===== src/rtl/video_luma_tint_expander.sv =====
// Expands 8-bit luma into tinted RGB: floor clamp, per-channel gain, blank forcing.
// Config writes land in shadow registers and are committed on the vblank rising edge.
module video_luma_tint_expander (
    input  logic       clk_vid,
    input  logic       reset,
    input  logic       ce_pix,
    input  logic [7:0] luma,
    input  logic       hsync_in,
    input  logic       vsync_in,
    input  logic       hblank_in,
    input  logic       vblank_in,
    input  logic       cfg_we,
    input  logic [1:0] cfg_addr,
    input  logic [7:0] cfg_data,
    output logic       cfg_pending,
    output logic [7:0] R_OUT,
    output logic [7:0] G_OUT,
    output logic [7:0] B_OUT,
    output logic       hsync_out,
    output logic       vsync_out,
    output logic       hblank_out,
    output logic       vblank_out
);

    typedef enum logic [1:0] {
        CFG_GAIN_R = 2'd0,
        CFG_GAIN_G = 2'd1,
        CFG_GAIN_B = 2'd2,
        CFG_FLOOR  = 2'd3
    } cfg_sel_e;

    // out = (l*gain + l) >> 8, so gain 0xFF is exact identity and 0x00 is black
    function automatic logic [15:0] tint(input logic [7:0] l, input logic [7:0] g);
        return ({8'h00, l} * {8'h00, g}) + {8'h00, l};
    endfunction

    cfg_sel_e   cfg_sel;
    logic       commit;

    logic [7:0] sh_r_q, sh_g_q, sh_b_q, sh_f_q;
    logic [7:0] sh_r_d, sh_g_d, sh_b_d, sh_f_d;
    logic [7:0] act_r_q, act_g_q, act_b_q, act_f_q;
    logic [7:0] act_r_d, act_g_d, act_b_d, act_f_d;
    logic       pend_q, pend_d;
    logic       vb_prev_q;
    logic       armed_q;

    // sync/blank bundles are packed {hsync, vsync, hblank, vblank}
    logic [7:0]  l_q, l_d;
    logic [3:0]  s1_sync_q;
    logic [15:0] pr_q, pg_q, pb_q;
    logic [15:0] pr_d, pg_d, pb_d;
    logic [3:0]  s2_sync_q;
    logic [7:0]  r_q, g_q, b_q;
    logic [7:0]  r_d, g_d, b_d;
    logic [3:0]  s3_sync_q;
    logic        s2_blank;

    assign cfg_sel = cfg_sel_e'(cfg_addr);

    // A vblank already high at reset release is not a rising edge: armed_q
    // only sets once vblank_in has been seen low on a pixel cycle.
    assign commit = ce_pix & vblank_in & ~vb_prev_q & armed_q;

    always_comb begin
        sh_r_d  = sh_r_q;
        sh_g_d  = sh_g_q;
        sh_b_d  = sh_b_q;
        sh_f_d  = sh_f_q;
        act_r_d = act_r_q;
        act_g_d = act_g_q;
        act_b_d = act_b_q;
        act_f_d = act_f_q;
        pend_d  = pend_q;

        if (commit) begin
            act_r_d = sh_r_q;
            act_g_d = sh_g_q;
            act_b_d = sh_b_q;
            act_f_d = sh_f_q;
            pend_d  = 1'b0;
        end

        if (cfg_we) begin
            pend_d = 1'b1;
            case (cfg_sel)
                CFG_GAIN_R: sh_r_d = cfg_data;
                CFG_GAIN_G: sh_g_d = cfg_data;
                CFG_GAIN_B: sh_b_d = cfg_data;
                CFG_FLOOR:  sh_f_d = cfg_data;
                default:    sh_f_d = sh_f_q;
            endcase
        end
    end

    always_comb begin
        l_d      = (luma > act_f_q) ? luma : act_f_q;
        pr_d     = tint(l_q, act_r_q);
        pg_d     = tint(l_q, act_g_q);
        pb_d     = tint(l_q, act_b_q);
        s2_blank = s2_sync_q[1] | s2_sync_q[0];
        r_d      = s2_blank ? '0 : pr_q[15:8];
        g_d      = s2_blank ? '0 : pg_q[15:8];
        b_d      = s2_blank ? '0 : pb_q[15:8];
    end

    always_ff @(posedge clk_vid or posedge reset) begin
        if (reset) begin
            sh_r_q    <= '1;
            sh_g_q    <= '1;
            sh_b_q    <= '1;
            sh_f_q    <= '0;
            act_r_q   <= '1;
            act_g_q   <= '1;
            act_b_q   <= '1;
            act_f_q   <= '0;
            pend_q    <= 1'b0;
            vb_prev_q <= 1'b0;
            armed_q   <= 1'b0;
            l_q       <= '0;
            s1_sync_q <= '0;
            pr_q      <= '0;
            pg_q      <= '0;
            pb_q      <= '0;
            s2_sync_q <= '0;
            r_q       <= '0;
            g_q       <= '0;
            b_q       <= '0;
            s3_sync_q <= '0;
        end else begin
            sh_r_q  <= sh_r_d;
            sh_g_q  <= sh_g_d;
            sh_b_q  <= sh_b_d;
            sh_f_q  <= sh_f_d;
            act_r_q <= act_r_d;
            act_g_q <= act_g_d;
            act_b_q <= act_b_d;
            act_f_q <= act_f_d;
            pend_q  <= pend_d;
            if (ce_pix) begin
                vb_prev_q <= vblank_in;
                armed_q   <= armed_q | ~vblank_in;
                l_q       <= l_d;
                s1_sync_q <= {hsync_in, vsync_in, hblank_in, vblank_in};
                pr_q      <= pr_d;
                pg_q      <= pg_d;
                pb_q      <= pb_d;
                s2_sync_q <= s1_sync_q;
                r_q       <= r_d;
                g_q       <= g_d;
                b_q       <= b_d;
                s3_sync_q <= s2_sync_q;
            end
        end
    end

    assign cfg_pending = pend_q;
    assign R_OUT       = r_q;
    assign G_OUT       = g_q;
    assign B_OUT       = b_q;
    assign hsync_out   = s3_sync_q[3];
    assign vsync_out   = s3_sync_q[2];
    assign hblank_out  = s3_sync_q[1];
    assign vblank_out  = s3_sync_q[0];

endmodule


===== config.mk =====
export PLATFORM = sky130hd
export DESIGN_NAME = video_luma_tint_expander
export DESIGN_NICKNAME = d
export VERILOG_FILES = /design/src/rtl/video_luma_tint_expander.sv
export SDC_FILE = /design/constraint.sdc
export NUM_CORES = 1
export LEC_CHECK = 0
export BUFFER_PORTS_ARGS = -buffer_cell sky130_fd_sc_hd__buf_2
export CAP_MARGIN = 20
export CORE_ASPECT_RATIO = 2
export CORE_MARGIN = 2
export CORE_UTILIZATION = 36
export CTS_BUF_LIST = sky130_fd_sc_hd__clkbuf_4
export DETAILED_ROUTE_END_ITERATION = 8
export PLACE_DENSITY = 0.52
export RECOVER_POWER = 100
export SLEW_MARGIN = 15
export SYNTH_ARGS = -nofsm -noshare
export SYNTH_HDL_FRONTEND = slang
export SYNTH_SLANG_ARGS = --single-unit

===== constraint.sdc =====
create_clock -name clk_vid -period 4.6 [get_ports clk_vid]
set_input_delay 0.46 -clock clk_vid [delete_from_list [all_inputs] [get_ports clk_vid]]
set_output_delay 0.46 -clock clk_vid [all_outputs]
set_load 0.03 [all_outputs]

* After elaboration in Yosys (flattened, before gate mapping)
Cells that the tools add are included.
** Word-level totals
- Bits in registers :: 159
- Bits in latches :: 0
- Bits in writable memories :: 0
- ROM bits :: 0
- Bits of input ports :: 26
- Memories kept :: 0
** Cells by class
- Add/subtract/negate cells :: 3
- Multipliers :: 3
- Div/mod/pow operators :: 0
- Order comparisons :: 1
- Eq/ne operators :: 3
- Shifts and indexed selects :: 0
- Multiplexer cells :: 6
- Bitwise gates (word level) :: 7
- Reduce and logical (&&, ||, !) cells :: 6
** Operators with widths (count)
- $add 16x8->16 :: 3
- $mul 8x8->16 :: 3
- $mux 8 :: 4
- $gt 8x8->1 :: 1
- $reduce_and 2->1 :: 4
- $eq 2x2->1 const B :: 2
- $and 1x1->1 :: 3
- $eq 2x1->1 const B :: 1
- $logic_not 2->1 :: 1
- $mux 1 :: 2
- $not 1->1 :: 2
- $or 1x1->1 :: 2
- $reduce_bool 2->1 :: 1

* Logic depth before layout (Yosys ltp)
- Depth after elaboration :: 5
- Mapped depth :: 17
- Gate-level depth less buffers :: 16

* Worst setup path after synthesis
Ideal clock, no wire load.
- Path type :: register to register
- Start point :: register l_q[6]
- End point :: register pb_q[13]
- Arrival time :: 4599 ps
- Data required time :: 4475 ps
- Path slack :: -124 ps
- Stages on the path, launching flop included :: 17
- Clock period less this slack :: 4724 ps
- Cells stage by stage :: dfrtp_1 -> clkbuf_1 -> inv_1 -> fa_1 -> inv_1 -> fa_1 -> inv_1 -> fa_1 -> inv_1 -> fa_1 -> ha_1 -> and4_4 -> a221o_1 -> a221o_1 -> a21oi_2 -> xnor2_1 -> mux2_4
** Between the ends
- Longest elaborated chain between the ends :: 2
** RTL lines
- start, declared :: RTL line 49 : logic [7:0] l_q, l_d;
- start signal, assigned :: RTL line 143 : l_q <= l_d;
- $mul 8x8->16 :: RTL line 34 : return ({8'h00, l} * {8'h00, g}) + {8'h00, l};
- $add 16x8->16 (*) :: RTL line 34
- end signal, assigned :: RTL line 147 : pb_q <= pb_d;
- end, declared :: RTL line 51 : logic [15:0] pr_q, pg_q, pb_q;
Every way passes the cells marked *; elsewhere a longest branch is shown, timed or not.
A chain may end at the register's enable or synchronous reset.

* Worst setup path in the final report
- Start point :: register l_q[3]
- End point :: register pb_q[11]
Same word-level chain as after synthesis.

==> metrics.md <==
| Metric | Value |
|---|---|
| Dpl hpwl | `23.3 mm` |
| Residual DRC | `0` |
| Design area | `13100 um^2` |
| Synthesized area | `11600 um^2` |
| CTS H-Tree Depth | `4` |
| Skew-Pair Late Insertion Delay | `0.60 ns` |
| Die Span Y | `258 um` |
| Area post-placement | `12800 um^2` |
| Worst slew margin | `-141%` |
| Final Hold Fails | `0` |
| Netlist cell types | `61` |
| Synth top area share | `22.3%` |
| DRT antenna net count | `0` |
| Top post-synthesis cells by count | `168 x inv_1, 129 x fa_1, 118 x and2_1` |
| Pre-antenna DRT Iters | `4` |
| Die area | `33700 um^2` |
| Initial antenna violation count | `1` |
| CP peak stage delay | `0.56 ns` |
| Final period util | `98.1%` |
| Non-Filler Instances | `1618` |
| Req. time, crit path | `5.08 ns` |
| Cell row count | `92` |
| Flop2flop setup slack | `0.09 ns` |
| Clk pin slew, worst setup/hold paths | `0.13 ns` |
| Wirelength per Cell | `17.9 um` |
| Final Wtd Congestion | `0.817` |
| Via density | `4.86` |
| Worst Skew | `0.0280 ns` |
| Finished Core Util | `41.4%` |
| First-pass GRT wire length | `47.4 mm` |
| GRT Overall Usage | `18.7%` |
| Core ar. | `31700 um^2` |
| Run status | `finished with violations` |
| Placed Cells | `1583` |
| Most frequent cell after synthesis | `inv_1` |
| Critical path, cell by cell | `buf_4 -> buf_4 -> and2_1 -> fa_1 -> ha_1 -> inv_1 -> fa_1 -> inv_2 -> fa_1 -> ha_4 -> and4_4 -> a221oi_1 -> buf_4 -> nor2_1 -> a31oi_1 -> xnor2_1 -> mux2_2` |
| HP Class | `in2reg` |
| Setup-failing EPs final | `0` |
| Area leader, netlist | `fa_1` |
| Crit path kind | `reg2reg` |
| RSZ-0062 raised after global routing | `true` |
| Nets | `1440` |
| Failing checks | `capacitance limit, slew limit` |
| I/O Buffers | `54` |
| Fmax | `222 MHz` |
| Critical Path AT | `4.99 ns` |
| IO Pins | `55` |
| Synth Instances | `1073` |
| Final worst path period need | `4.51 ns` |
| Num Clock Sinks | `134` |
| Slowest cell on the critical path | `fa_1` |
| YS warnings | `0` |
| DRT iter0 DRCs | `238` |
| Vias post-DR | `7859` |
| Root buf cell | `clkbuf_4` |
| Sequential-to-total area share from yosys stat | `29.5%` |
| Crit path max fanout | `5` |
| Max clock buf depth | `2` |
| Final Slew Violations | `126` |
| Initial Util | `36.6%` |
| Grt total ovfl | `0` |
| Area Overhead vs Synth | `13.1%` |
| Syn Area/Cell | `10.8 um^2` |
| Vias in the first global route | `8849` |
| Crit path buffers/inverters | `5` |
| CTS tree | `done` |
| CP endpoint kind | `flip-flop` |
| Critical Path Source Type | `flip-flop` |
| Worst slew pin tran | `3.62 ns` |
| Syn Nets | `1332` |
| Die W | `131 um` |
| Cell family with most CP delay | `adder cells` |
| Synth Register Bits | `134` |
| Routed WL | `29.0 mm` |
| Synth area leaders | `fa_1 22%, dfrtp_1 19%, ha_1 11%` |
| Largest net degree at the start of global routing | `92` |
| Ys async rst share | `100%` |
| TritonCTS Buffers | `17` |
| Main synth FF type | `dfrtp_1` |
| EDFF count, synth | `0` |
| Number of max-cap violations | `2` |
| Share of layout cells above drive strength 1 | `24.5%` |
| FILL cells | `3156` |
==> per-stage QoR <==
step	TNS, ns	hold WS [ns]	worst slack [ns]
3_3_place_gp	0	0.454	0.0331
6_report	0	0.0710	0.0890
3_5_place_dp	-0.0821	0.460	-0.0515
4_1_cts	0	0.0182	0.00820
2_1_floorplan	-0.0411	0.443	-0.0411
5_1_grt	-0.0893	0.0490	-0.0251
==> worst register-to-register path: cells and delay by family, from the launching register on <==
kind,cells,cell delay [ns]
AOI/OAI and AO/OA,2,0.50
xor gates and xnor gates,1,0.19
adders and majority gates,5,2.05
buffers and inverters,5,0.55
DFF,1,0.47
muxes,1,0.30
and+or+nand+nor,3,0.35
==> final timing paths <==
check | start | to | depth (start not counted)
setup / recovery | l_q[3]$_DFFE_PP0P_ | pb_q[11]$_DFFE_PP0P_ | 17
hold / removal | vblank_in | armed_q$_DFFE_PP0P_ | 2
min in group asynchronous | reset | pr_q[12]$_DFFE_PP0P_ | 2
max in group asynchronous | reset | cfg_pending$_DFFE_PP0P_ | 3
hold reg to reg | cfg_pending$_DFFE_PP0P_ | cfg_pending$_DFFE_PP0P_ | 1
setup reg to reg | l_q[3]$_DFFE_PP0P_ | pb_q[11]$_DFFE_PP0P_ | 17
==> final cells by class <==
type	instances	area (um^2)	share of cell area (%)
antenna	1	2.50	0.0191
inverter	169	634	4.84
timing repair buffer	128	801	6.11
sequential	134	3420	26.1
clock inverter	14	103	0.783
multi-input combinational	731	7470	57.1
clock buffer	18	135	1.03
tap	423	529	4.04
==> layer usage <==
layer / global-route usage (%) / vias up / part of all wire, %
met1: 18.2 / 4029 / 34
li1: - / 3707 / -
met2: 38.5 / 84 / 61
met4: 7.12 / 0 / 3.3
met3: 1.93 / 39 / 1.4
met5: 0 / - / 0
==> what timing repair did <==
action                     4_1_cts  5_1_grt
pin swaps                        0       16
gates resized for setup          2       32
hold buffers                     0        0
setup buffers                    0        2
setup endpoints to repair        3       19
==> layout by cell type (no fill, tap or decap), types with 3 or more instances in the layout <==
| cell | n |
|---|---|
| nor3_1 | 4 |
| a221o_1 | 4 |
| and2_1 | 118 |
| a22o_1 | 24 |
| a211oi_1 | 3 |
| a21oi_2 | 5 |
| mux2i_1 | 8 |
| nand3b_1 | 5 |
| buf_4 | 67 |
| nand3_1 | 10 |
| xor2_1 | 5 |
| o21bai_1 | 5 |
| a21o_1 | 9 |
| mux2_2 | 86 |
| a221oi_1 | 3 |
| inv_6 | 3 |
| nor2_1 | 20 |
| o21ai_0 | 5 |
| fa_1 | 127 |
| a21oi_1 | 28 |
| buf_2 | 23 |
| dfrtp_1 | 82 |
| inv_1 | 165 |
| dfstp_2 | 48 |
| nand4b_1 | 4 |
| clkbuf_4 | 18 |
| buf_6 | 3 |
| nand4_1 | 3 |
| xnor2_1 | 11 |
| ha_1 | 102 |
| and3_1 | 4 |
| dfrtp_2 | 4 |
| clkbuf_1 | 33 |
| clkinv_4 | 3 |
| o21ai_2 | 3 |
| o2bb2ai_1 | 3 |
| inv_2 | 4 |
| nand2_1 | 91 |
==> cell families after synthesis <==
family | after synthesis | share of synthesized area (%)
AOI/OAI and AO/OA | 113 | 7.14
xor gates and xnor gates | 16 | 1.21
adders and majority gates | 233 | 33.5
buffers and inverters | 208 | 6.84
DFF | 134 | 29.5
muxes | 97 | 9.38
and+or+nand+nor | 272 | 12.4
Power is left out: the tool's default activity adds up to more than one toggle a clock period on the data nets, which glitch-free logic cannot reach.
